$ cat src/rtl/vga_timing_pkg.sv
// Shared VGA timing constants, counter type and decode helpers.
// Latency: n/a (declarations only).
// Backpressure: n/a.
package vga_timing_pkg;

  // 640x480@60 segment defaults (pixels / lines)
  localparam int H_VIS_DEF  = 640;
  localparam int H_FP_DEF   = 16;
  localparam int H_SYNC_DEF = 96;
  localparam int H_BP_DEF   = 48;
  localparam int V_VIS_DEF  = 480;
  localparam int V_FP_DEF   = 10;
  localparam int V_SYNC_DEF = 2;
  localparam int V_BP_DEF   = 33;

  localparam int H_TOT_DEF = H_VIS_DEF + H_FP_DEF + H_SYNC_DEF + H_BP_DEF;  // 800
  localparam int V_TOT_DEF = V_VIS_DEF + V_FP_DEF + V_SYNC_DEF + V_BP_DEF;  // 525

  // Counter width covers both totals
  localparam int CNT_W = 10;

  // Level driven on HSync/VSync during the sync pulse
  localparam logic SYNC_ACTIVE = 1'b0;

  typedef logic [CNT_W-1:0] cnt_t;

  // Registered per-pixel decode flags
  typedef struct packed {
    logic hsync;
    logic vsync;
    logic video_on;
  } vga_decode_t;

  // Inclusive window test on a counter value
  function automatic logic in_window(cnt_t v, cnt_t lo, cnt_t hi);
    return (v >= lo) && (v <= hi);
  endfunction

endpackage

$ cat src/rtl/pixel_tick_gen.sv
// Clock divider: one-cycle tick once every CLK_DIV system clocks.
// Latency: tick decoded combinationally from the divider register; first tick CLK_DIV-1 clocks after reset release.
// Backpressure: none, free-running.
module pixel_tick_gen #(
  parameter int CLK_DIV = 4
) (
  input  logic clk_i,
  input  logic rst_i,
  output logic tick_o
);

  localparam int DIV_W = $clog2(CLK_DIV);
  localparam logic [DIV_W-1:0] DIV_MAX = DIV_W'(CLK_DIV - 1);

  logic [DIV_W-1:0] div_q;
  logic [DIV_W-1:0] div_d;

  // Wrap the divider at CLK_DIV-1
  always_comb begin
    div_d = (div_q == DIV_MAX) ? '0 : div_q + DIV_W'(1);
  end

  // Divider register
  always_ff @(posedge clk_i) begin
    if (rst_i) begin
      div_q <= '0;
    end else begin
      div_q <= div_d;
    end
  end

  assign tick_o = (div_q == DIV_MAX);

endmodule

$ cat src/rtl/vga_frame_ctrl.sv
// VGA timing: pixel tick, H/V counters, registered sync/visible decode, frame-synchronous value shadow.
// Latency: decode flags aligned with pixel_x/pixel_y; value_disp updates only on the (0,0) wrap edge.
// Backpressure: none, free-running; value_wr is never stalled (last write in a frame wins).
module vga_frame_ctrl
  import vga_timing_pkg::*;
#(
  parameter int CLK_DIV = 4,
  parameter int H_VIS   = H_VIS_DEF,
  parameter int H_FP    = H_FP_DEF,
  parameter int H_SYNC  = H_SYNC_DEF,
  parameter int H_BP    = H_BP_DEF,
  parameter int V_VIS   = V_VIS_DEF,
  parameter int V_FP    = V_FP_DEF,
  parameter int V_SYNC  = V_SYNC_DEF,
  parameter int V_BP    = V_BP_DEF
) (
  input  logic             clk,
  input  logic             rst,
  input  logic [4:0]       value,
  input  logic             value_wr,
  output logic             pixel_tick,
  output logic             HSync,
  output logic             VSync,
  output logic             video_on,
  output logic [CNT_W-1:0] pixel_x,
  output logic [CNT_W-1:0] pixel_y,
  output logic [4:0]       value_disp,
  output logic             frame_start
);

  localparam int H_TOT = H_VIS + H_FP + H_SYNC + H_BP;
  localparam int V_TOT = V_VIS + V_FP + V_SYNC + V_BP;

  localparam cnt_t H_LAST   = cnt_t'(H_TOT - 1);
  localparam cnt_t V_LAST   = cnt_t'(V_TOT - 1);
  localparam cnt_t H_VIS_C  = cnt_t'(H_VIS);
  localparam cnt_t V_VIS_C  = cnt_t'(V_VIS);
  localparam cnt_t HS_FIRST = cnt_t'(H_VIS + H_FP);
  localparam cnt_t HS_LAST  = cnt_t'(H_VIS + H_FP + H_SYNC - 1);
  localparam cnt_t VS_FIRST = cnt_t'(V_VIS + V_FP);
  localparam cnt_t VS_LAST  = cnt_t'(V_VIS + V_FP + V_SYNC - 1);

  // (0,0) is visible and outside both sync windows
  localparam vga_decode_t DEC_RST = '{hsync: ~SYNC_ACTIVE, vsync: ~SYNC_ACTIVE, video_on: 1'b1};

  logic        tick;
  logic        wrap;
  cnt_t        x_q, x_d;
  cnt_t        y_q, y_d;
  vga_decode_t dec_q, dec_d;
  logic        fs_q;
  logic [4:0]  pend_q;
  logic        pend_v_q;
  logic [4:0]  disp_q;

  pixel_tick_gen #(
    .CLK_DIV (CLK_DIV)
  ) u_tick (
    .clk_i  (clk),
    .rst_i  (rst),
    .tick_o (tick)
  );

  // Last pixel of the last line, about to wrap to (0,0) on this edge
  assign wrap = tick && (x_q == H_LAST) && (y_q == V_LAST);

  // Next-state counters: pixel per tick, line on pixel wrap
  always_comb begin
    x_d = x_q;
    y_d = y_q;
    if (tick) begin
      if (x_q == H_LAST) begin
        x_d = '0;
        y_d = (y_q == V_LAST) ? '0 : y_q + cnt_t'(1);
      end else begin
        x_d = x_q + cnt_t'(1);
      end
    end
  end

  // Decode from next-state counters so the registered flags match the registered counters
  always_comb begin
    dec_d.hsync    = in_window(x_d, HS_FIRST, HS_LAST) ? SYNC_ACTIVE : ~SYNC_ACTIVE;
    dec_d.vsync    = in_window(y_d, VS_FIRST, VS_LAST) ? SYNC_ACTIVE : ~SYNC_ACTIVE;
    dec_d.video_on = (x_d < H_VIS_C) && (y_d < V_VIS_C);
  end

  // Counter, decode and frame-start registers; reset drops any sync pulse immediately
  always_ff @(posedge clk) begin
    if (rst) begin
      x_q   <= '0;
      y_q   <= '0;
      dec_q <= DEC_RST;
      fs_q  <= 1'b0;
    end else begin
      x_q   <= x_d;
      y_q   <= y_d;
      dec_q <= dec_d;
      fs_q  <= wrap;
    end
  end

  // Value shadow: writes collect in pend, the frame wrap publishes the pre-edge pend
  always_ff @(posedge clk) begin
    if (rst) begin
      pend_q   <= '0;
      pend_v_q <= 1'b0;
      disp_q   <= '0;
    end else begin
      if (wrap && pend_v_q) begin
        disp_q   <= pend_q;
        pend_v_q <= 1'b0;
      end
      // A write on the wrap edge stays pending for the following frame
      if (value_wr) begin
        pend_q   <= value;
        pend_v_q <= 1'b1;
      end
    end
  end

  assign pixel_tick  = tick;
  assign HSync       = dec_q.hsync;
  assign VSync       = dec_q.vsync;
  assign video_on    = dec_q.video_on;
  assign pixel_x     = x_q;
  assign pixel_y     = y_q;
  assign value_disp  = disp_q;
  assign frame_start = fs_q;

endmodule

$ cat config.mk
export PLATFORM = sky130hd
export DESIGN_NAME = vga_frame_ctrl
export DESIGN_NICKNAME = d
export VERILOG_FILES = /design/src/rtl/vga_timing_pkg.sv /design/src/rtl/pixel_tick_gen.sv /design/src/rtl/vga_frame_ctrl.sv
export SDC_FILE = /design/constraint.sdc
export NUM_CORES = 1
export LEC_CHECK = 0
export CAP_MARGIN = 10
export CORE_UTILIZATION = 39
export CTS_CLUSTER_DIAMETER = 30
export DETAILED_ROUTE_END_ITERATION = 10
export PLACE_DENSITY_LB_ADDON = 0.3
export SLEW_MARGIN = 0
export SYNTH_ARGS = -nofsm -noshare
export SYNTH_HDL_FRONTEND = slang
export SYNTH_SLANG_ARGS = --single-unit
$ cat constraint.sdc
create_clock -name clk -period 2.3 [get_ports clk]
set_input_delay 0.46 -clock clk [delete_from_list [all_inputs] [get_ports clk]]
set_output_delay 0.46 -clock clk [all_outputs]
set_load 0.03 [all_outputs]
==> results_dict.tcl, run 1 <==
set metrics [dict create \
    outcome "complete, no violations" \
    rsz0062_at_grt "no" \
    ant_nets 0 \
    drt_first_pass_iters 4 \
    cp-start-kind "flop" \
    synth-seq-cells 37 \
    path_clk_slew_ns 0.07 \
    clkLatencyLatePin_ns 0.29 \
    grt_overflow_total 0 \
    avgRoutedWirePerCell_um 13.2 \
    die_w_um 68.6 \
    hold_path_class "flop to flop" \
    synth_top_family_by_area "simple AND/OR/NAND/NOR gates" \
    clkSinkCount 37 \
    vias 1566 \
    yosysMostFrequentCell "dfxtp_1" \
    rows 23 \
    tightest_slew_ns 0.440 \
    synthCells 201 \
    start_util_pct 41.8 \
    io_buffers 37 \
    postCtsHoldBufs 0 \
    synth_compound_area_share_pct 8.74 \
    wl_um 3890 \
    synthArstFlopShare_pct 0 \
    fillers 402 \
    required_ns 2.47 \
    fp.dieH_um 68.6 \
    crit_path_end_kind "flop" \
    reg2reg_depth 6 \
    grt_first_pass_wirelength_um 6620 \
    drc 0 \
    arrival_ns 2.27 \
    coreArea_um2 4140 \
    postSynthAreaPerCell_um2 8.62 \
    grt_util_all_layers_pct 19.4 \
    period_minus_slack_ns 2.10 \
    synth-simple-area-share_pct 28.7 \
    antenna_found_initial 0 \
    finalMaxSlewViolations 0 \
    layout-drive-gt1-share_pct 7.79 \
    clockBufferDepth 2 \
    fin_crit_sh_pct 91.5 \
    yosys.area.top_type "dfxtp_1" \
    syn2layout_area_growth_pct 33.1 \
    setup_tns_ns 0 \
    first_global_vias 1436 \
    yosys.area.top_type_share_pct 42.8 \
    finalHoldViolations 0 \
    synth_ff_type "dfxtp_1" \
    hold_depth 1 \
    gp_congestion 0.823 \
    diodes 0 \
    powerDensity_nw_per_um2 566 \
    leakage_nw 0.904 \
    whs_endpoint "u_tick.div_q[0]$_SDFF_PP0_" \
    synthTopCellsByCount "dfxtp_1, nor2_1, nand2_1" \
    ys_seq_area_share_pct 42.8 \
    final_nets 255 \
    finish.instance_area_um2 2300 \
    ys_warn_count 0 \
    ir_drop_uv 417 \
    dieArea_um2 4710 \
    cts_root_buf "clkbuf_8" \
    dp_hpwl_um 2850 \
    setup_violations 0 \
    crit_fanout 8 \
    hold_start "u_tick.div_q[0]$_SDFF_PP0_" \
    maxSlewHeadroom_pct 70.6 \
    first_iter_violations 113 \
    skew_ns 0.00415 \
    synth-xor-area-share_pct 6.07 \
    grt_max_degree 19 \
    synth_area_leaders "dfxtp_1, nor2_1, mux2i_1" \
    cap_violations 0 \
    ios 38 \
    crit_type "flop to flop" \
    r2r-start "pixel_x[5]$_SDFF_PP0_" \
    via_per_inst 5.33 \
    rrSetupSlack_ns 0.20 \
    max_freq_mhz 475 \
    synth_nets 213 \
    synth_mux_area_share_pct 6.43 \
    post_dp_cell_area_um2 2190 \
    cts_inserted_buffers 5 \
    worst_r2r_endpoint "VSync$_SDFF_PP1_" \
    synth_adder_area_share_pct 2.89 \
    post_cts_buffers 0 \
    synth_cell_type_count 40 \
    synth_area_um2 1730 \
    cts.htree.levels 2 \
    cts_tree "yes" \
    synth-edff-count 0 \
]
==> how the worst max path moves through the flow <==
stage / cells past startpoint / slack [ns] / to / start
6_report: 6 / 0.20 / VSync$_SDFF_PP1_ / pixel_x[5]$_SDFF_PP0_
5_1_grt: 7 / 0.03 / video_on$_SDFF_PP1_ / pixel_x[0]$_SDFF_PP0_
4_1_cts: 7 / 0.14 / video_on$_SDFF_PP1_ / pixel_x[0]$_SDFF_PP0_
3_5_place_dp: 7 / 0.15 / VSync$_SDFF_PP1_ / pixel_x[0]$_SDFF_PP0_
3_3_place_gp: 7 / 0.25 / VSync$_SDFF_PP1_ / pixel_x[0]$_SDFF_PP0_
2_1_floorplan: 9 / 0.09 / VSync$_SDFF_PP1_ / pixel_x[0]$_SDFF_PP0_
==> per-layer routing <==
layer	vias to the layer above	track usage, %	share of wire, %
met2	46	30.0	46
met1	724	24.5	46
met5	-	0	0
li1	790	-	-
met3	6	4.61	5.5
met4	0	10.7	1.6
==> worst max-delay path, stage by stage (launching register included) <==
cell,delay [ns]
dfxtp_1,0.38
nor4b_4,0.49
and4_2,0.42
nand2_1,0.07
nor4bb_1,0.28
o311a_1,0.23
nand4b_1,0.10
==> state kept, by name, indices dropped and copies added, names as in the netlist <==
signal	cells
HSync	1
VSync	1
frame_start	1
pend_q	5
pend_v_q	1
pixel_x	10
pixel_y	10
u_tick.div_q	2
value_disp	5
video_on	1
==> placed cells by master, fill, tap and decap left out, types with 2 or more instances in the layout <==
| master | Yosys | layout |
|---|---|---|
| a21oi_1 | 10 | 10 |
| and2_1 | 2 | 2 |
| and3_1 | 7 | 6 |
| buf_4 | 1 | 9 |
| clkbuf_8 | 0 | 6 |
| clkdlybuf4s50_1 | 0 | 37 |
| dfxtp_1 | 37 | 37 |
| ha_1 | 4 | 4 |
| inv_1 | 8 | 8 |
| mux2i_1 | 10 | 10 |
| nand2_1 | 12 | 12 |
| nand2b_1 | 2 | 2 |
| nand3_1 | 7 | 7 |
| nand4_1 | 9 | 9 |
| nand4b_1 | 2 | 2 |
| nor2_1 | 31 | 31 |
| nor3_1 | 6 | 6 |
| nor4_1 | 2 | 2 |
| o211ai_1 | 2 | 2 |
| o21ai_0 | 6 | 6 |
| o311a_1 | 2 | 2 |
| or3_1 | 4 | 4 |
| xnor2_1 | 5 | 5 |
| xor2_1 | 7 | 7 |
==> power by group <==
group	switching, W	total (W)	internal (W)
Clock	0.000232	0.000586	0.000353
Combinational	0.0000291	0.0000609	0.0000319
Sequential	0.00000616	0.000659	0.000653
Total	0.000267	0.00131	0.00104
==> cell type report <==
class	count	area [um^2]	area share (%)
tap	50	62.6	2.71
sequential	37	741	32.1
clock buffer	7	86.3	3.75
timing repair buffer	46	438	19.0
multi-input combinational	145	917	39.8
inverter	8	30.0	1.30
clock inverter	1	30.0	1.30
==> metrics by stage <==
step	utilization (%)	std cells	hold WS [ns]	worst slack (ns)	total power (W)
finish	55.6	294	0.426	0.195	0.00131
global route	55.6	294	0.459	0.0335	0.00135
CTS	55.6	294	0.429	0.137	0.00131
detailed placement	52.7	286	0.419	0.150	0.000736
global placement	52.7	286	0.419	0.249	0.000735
floorplan	-	201	0.404	0.0883	0.000709
==> logic make-up after synthesis <==
group / count (synthesis)
xor+xnor: 12
buf+inv: 19
flops: 37
fa+ha+maj: 4
compound gates: 25
simple gates: 93
mux: 11
==> repair_timing <==
action | 4_1_cts | 5_1_grt
setup endpoints to repair | 0 | 2
hold endpoints to repair | 0 | 0
gates resized for setup | 0 | 2
Note: power is estimated with default switching activity, not from simulation.
==> run 2, diff against run 1 <==
Settings changed: TNS_END_PERCENT set to 100.
Clock period 2.3 ns to 2.61 ns, I/O delays scaled along.
==> results_dict.tcl, run 2 (synthesized netlist as in run 1, its figures left out) <==
set metrics [dict create \
    post_dp_cell_area_um2 2140 \
    cp-startpoint "u_tick.div_q[0]$_SDFF_PP0_" \
    slowest_delay_ns 0.67 \
    cts_root_buf "clkbuf_8" \
    cts-resized-gates 0 \
    finalMaxSlewViolations 0 \
    antenna_found_initial 0 \
    period_minus_slack_ns 2.21 \
    reg2reg_depth 7 \
    grt-busiest-layer "met2" \
    crit_type "flop to primary output" \
    use_met3_pct 6.09 \
    syn2layout_area_growth_pct 28.6 \
    final_nets 249 \
    fp.dieH_um 68.6 \
    start_util_pct 41.8 \
    cp-start-kind "flop" \
    avgRoutedWirePerCell_um 13.0 \
    postCtsHoldBufs 0 \
    first_global_vias 1358 \
    dieArea_um2 4710 \
    rsz0062_at_grt "no" \
    ios 38 \
    endpoint "pixel_tick" \
    final_cells 288 \
    rrSetupSlack_ns 0.41 \
    finish.instance_area_um2 2230 \
    hold_path_class "flop to flop" \
    tightest_slew_ns 0.401 \
    outcome "complete, no violations" \
    grt_max_degree 28 \
    arrival_ns 1.69 \
    powerDensity_nw_per_um2 458 \
    grt_overflow_total 0 \
    crit_path_top_delay_cell "clkdlybuf4s50_1" \
    grt_util_all_layers_pct 18.0 \
    layout_common_cells "dfxtp_1, clkdlybuf4s50_1, nor2_1" \
    rows 23 \
    fin_crit_sh_pct 84.6 \
    wl_um 3740 \
    clkLatencyLatePin_ns 0.29 \
    vias 1524 \
    dp_hpwl_um 2740 \
    fillers 416 \
    max_freq_mhz 453 \
    ir_drop_uv 231 \
    drc 0 \
    cap_violations 0 \
    use_met1_pct 23.4 \
    die_w_um 68.6 \
    dp.cells 280 \
    first_iter_violations 95 \
    maxSlewHeadroom_pct 73.2 \
    post_cts_buffers 0 \
    via_per_inst 5.29 \
    grt_use_met2_pct 27.3 \
    drt_first_pass_iters 5 \
    required_ns 2.09 \
    setup_violations 0 \
    coreArea_um2 4140 \
    grt_first_pass_wirelength_um 6240 \
    finalHoldViolations 0 \
    worst_r2r_endpoint "video_on$_SDFF_PP1_" \
    layout-drive-gt1-share_pct 5.04 \
    cts_tree "yes" \
    clkSinkCount 37 \
    crit_chain "ha_1 > buf_4 > clkdlybuf4s50_1" \
    r2r-start "pixel_x[0]$_SDFF_PP0_" \
    cts_inserted_buffers 5 \
    utilization_pct 53.7 \
    crit_path_end_kind "primary output" \
    gp_congestion 0.871 \
    diodes 0 \
    p_total_w 0.00102 \
    hold_start "u_tick.div_q[0]$_SDFF_PP0_" \
    io_buffers 37 \
    leakage_nw 0.861 \
    cts.htree.levels 2 \
    ant_nets 0 \
    skew_ns 0.00921 \
    clockBufferDepth 2 \
    setup_tns_ns 0 \
    crit_fanout 9 \
    path_clk_slew_ns 0.07 \
]
==> run 2: cell type report <==
type | count | area, um^2 | area share, %
Tap cell | 50 | 62.6 | 2.81
Clock buffer | 5 | 68.8 | 3.09
Sequential cell | 37 | 741 | 33.3
Multi-Input combinational cell | 145 | 915 | 41.1
Inverter | 8 | 30.0 | 1.35
Clock inverter | 3 | 17.5 | 0.787
Timing Repair Buffer | 40 | 393 | 17.6
==> run 2: worst min path at each step <==
| stage | end | slack [ns] | cells past startpoint |
|---|---|---|---|
| floorplan | u_tick.div_q[0]$_SDFF_PP0_ | 0.40 | 1 |
| global placement | u_tick.div_q[0]$_SDFF_PP0_ | 0.42 | 1 |
| detailed placement | u_tick.div_q[0]$_SDFF_PP0_ | 0.42 | 1 |
| CTS | u_tick.div_q[0]$_SDFF_PP0_ | 0.43 | 1 |
| global route | u_tick.div_q[0]$_SDFF_PP0_ | 0.46 | 1 |
| finish | u_tick.div_q[0]$_SDFF_PP0_ | 0.42 | 1 |
==> run 2: report_power, final <==
part,switching [W],total (W),internal [W]
logic,0.0000262,0.0000535,0.0000273
clock network,0.000201,0.000385,0.000184
registers,0.00000571,0.000581,0.000575
total,0.000233,0.00102,0.000787
==> run 2: worst max-delay path, delay by kind of cell (launching register included) <==
| family | cells | cell delay (ns) |
|---|---|---|
| buffers and inverters | 2 | 0.85 |
| flip-flops | 1 | 0.33 |
| adder cells (fa/ha/maj) | 1 | 0.22 |
==> run 2: metal layers <==
layer	share of wire, %	wire length, um
met1	46	1730
met2	46	1730
met4	1.2	46
met5	0	0
met3	6.1	227
==> run 2: per-stage QoR <==
| stage | setup slack [ns] | hold WS [ns] |
|---|---|---|
| detailed placement | 0.429 | 0.419 |
| CTS | 0.384 | 0.429 |
| finish | 0.402 | 0.424 |
| floorplan | 0.398 | 0.404 |
| global route | 0.172 | 0.458 |
| global placement | 0.509 | 0.419 |
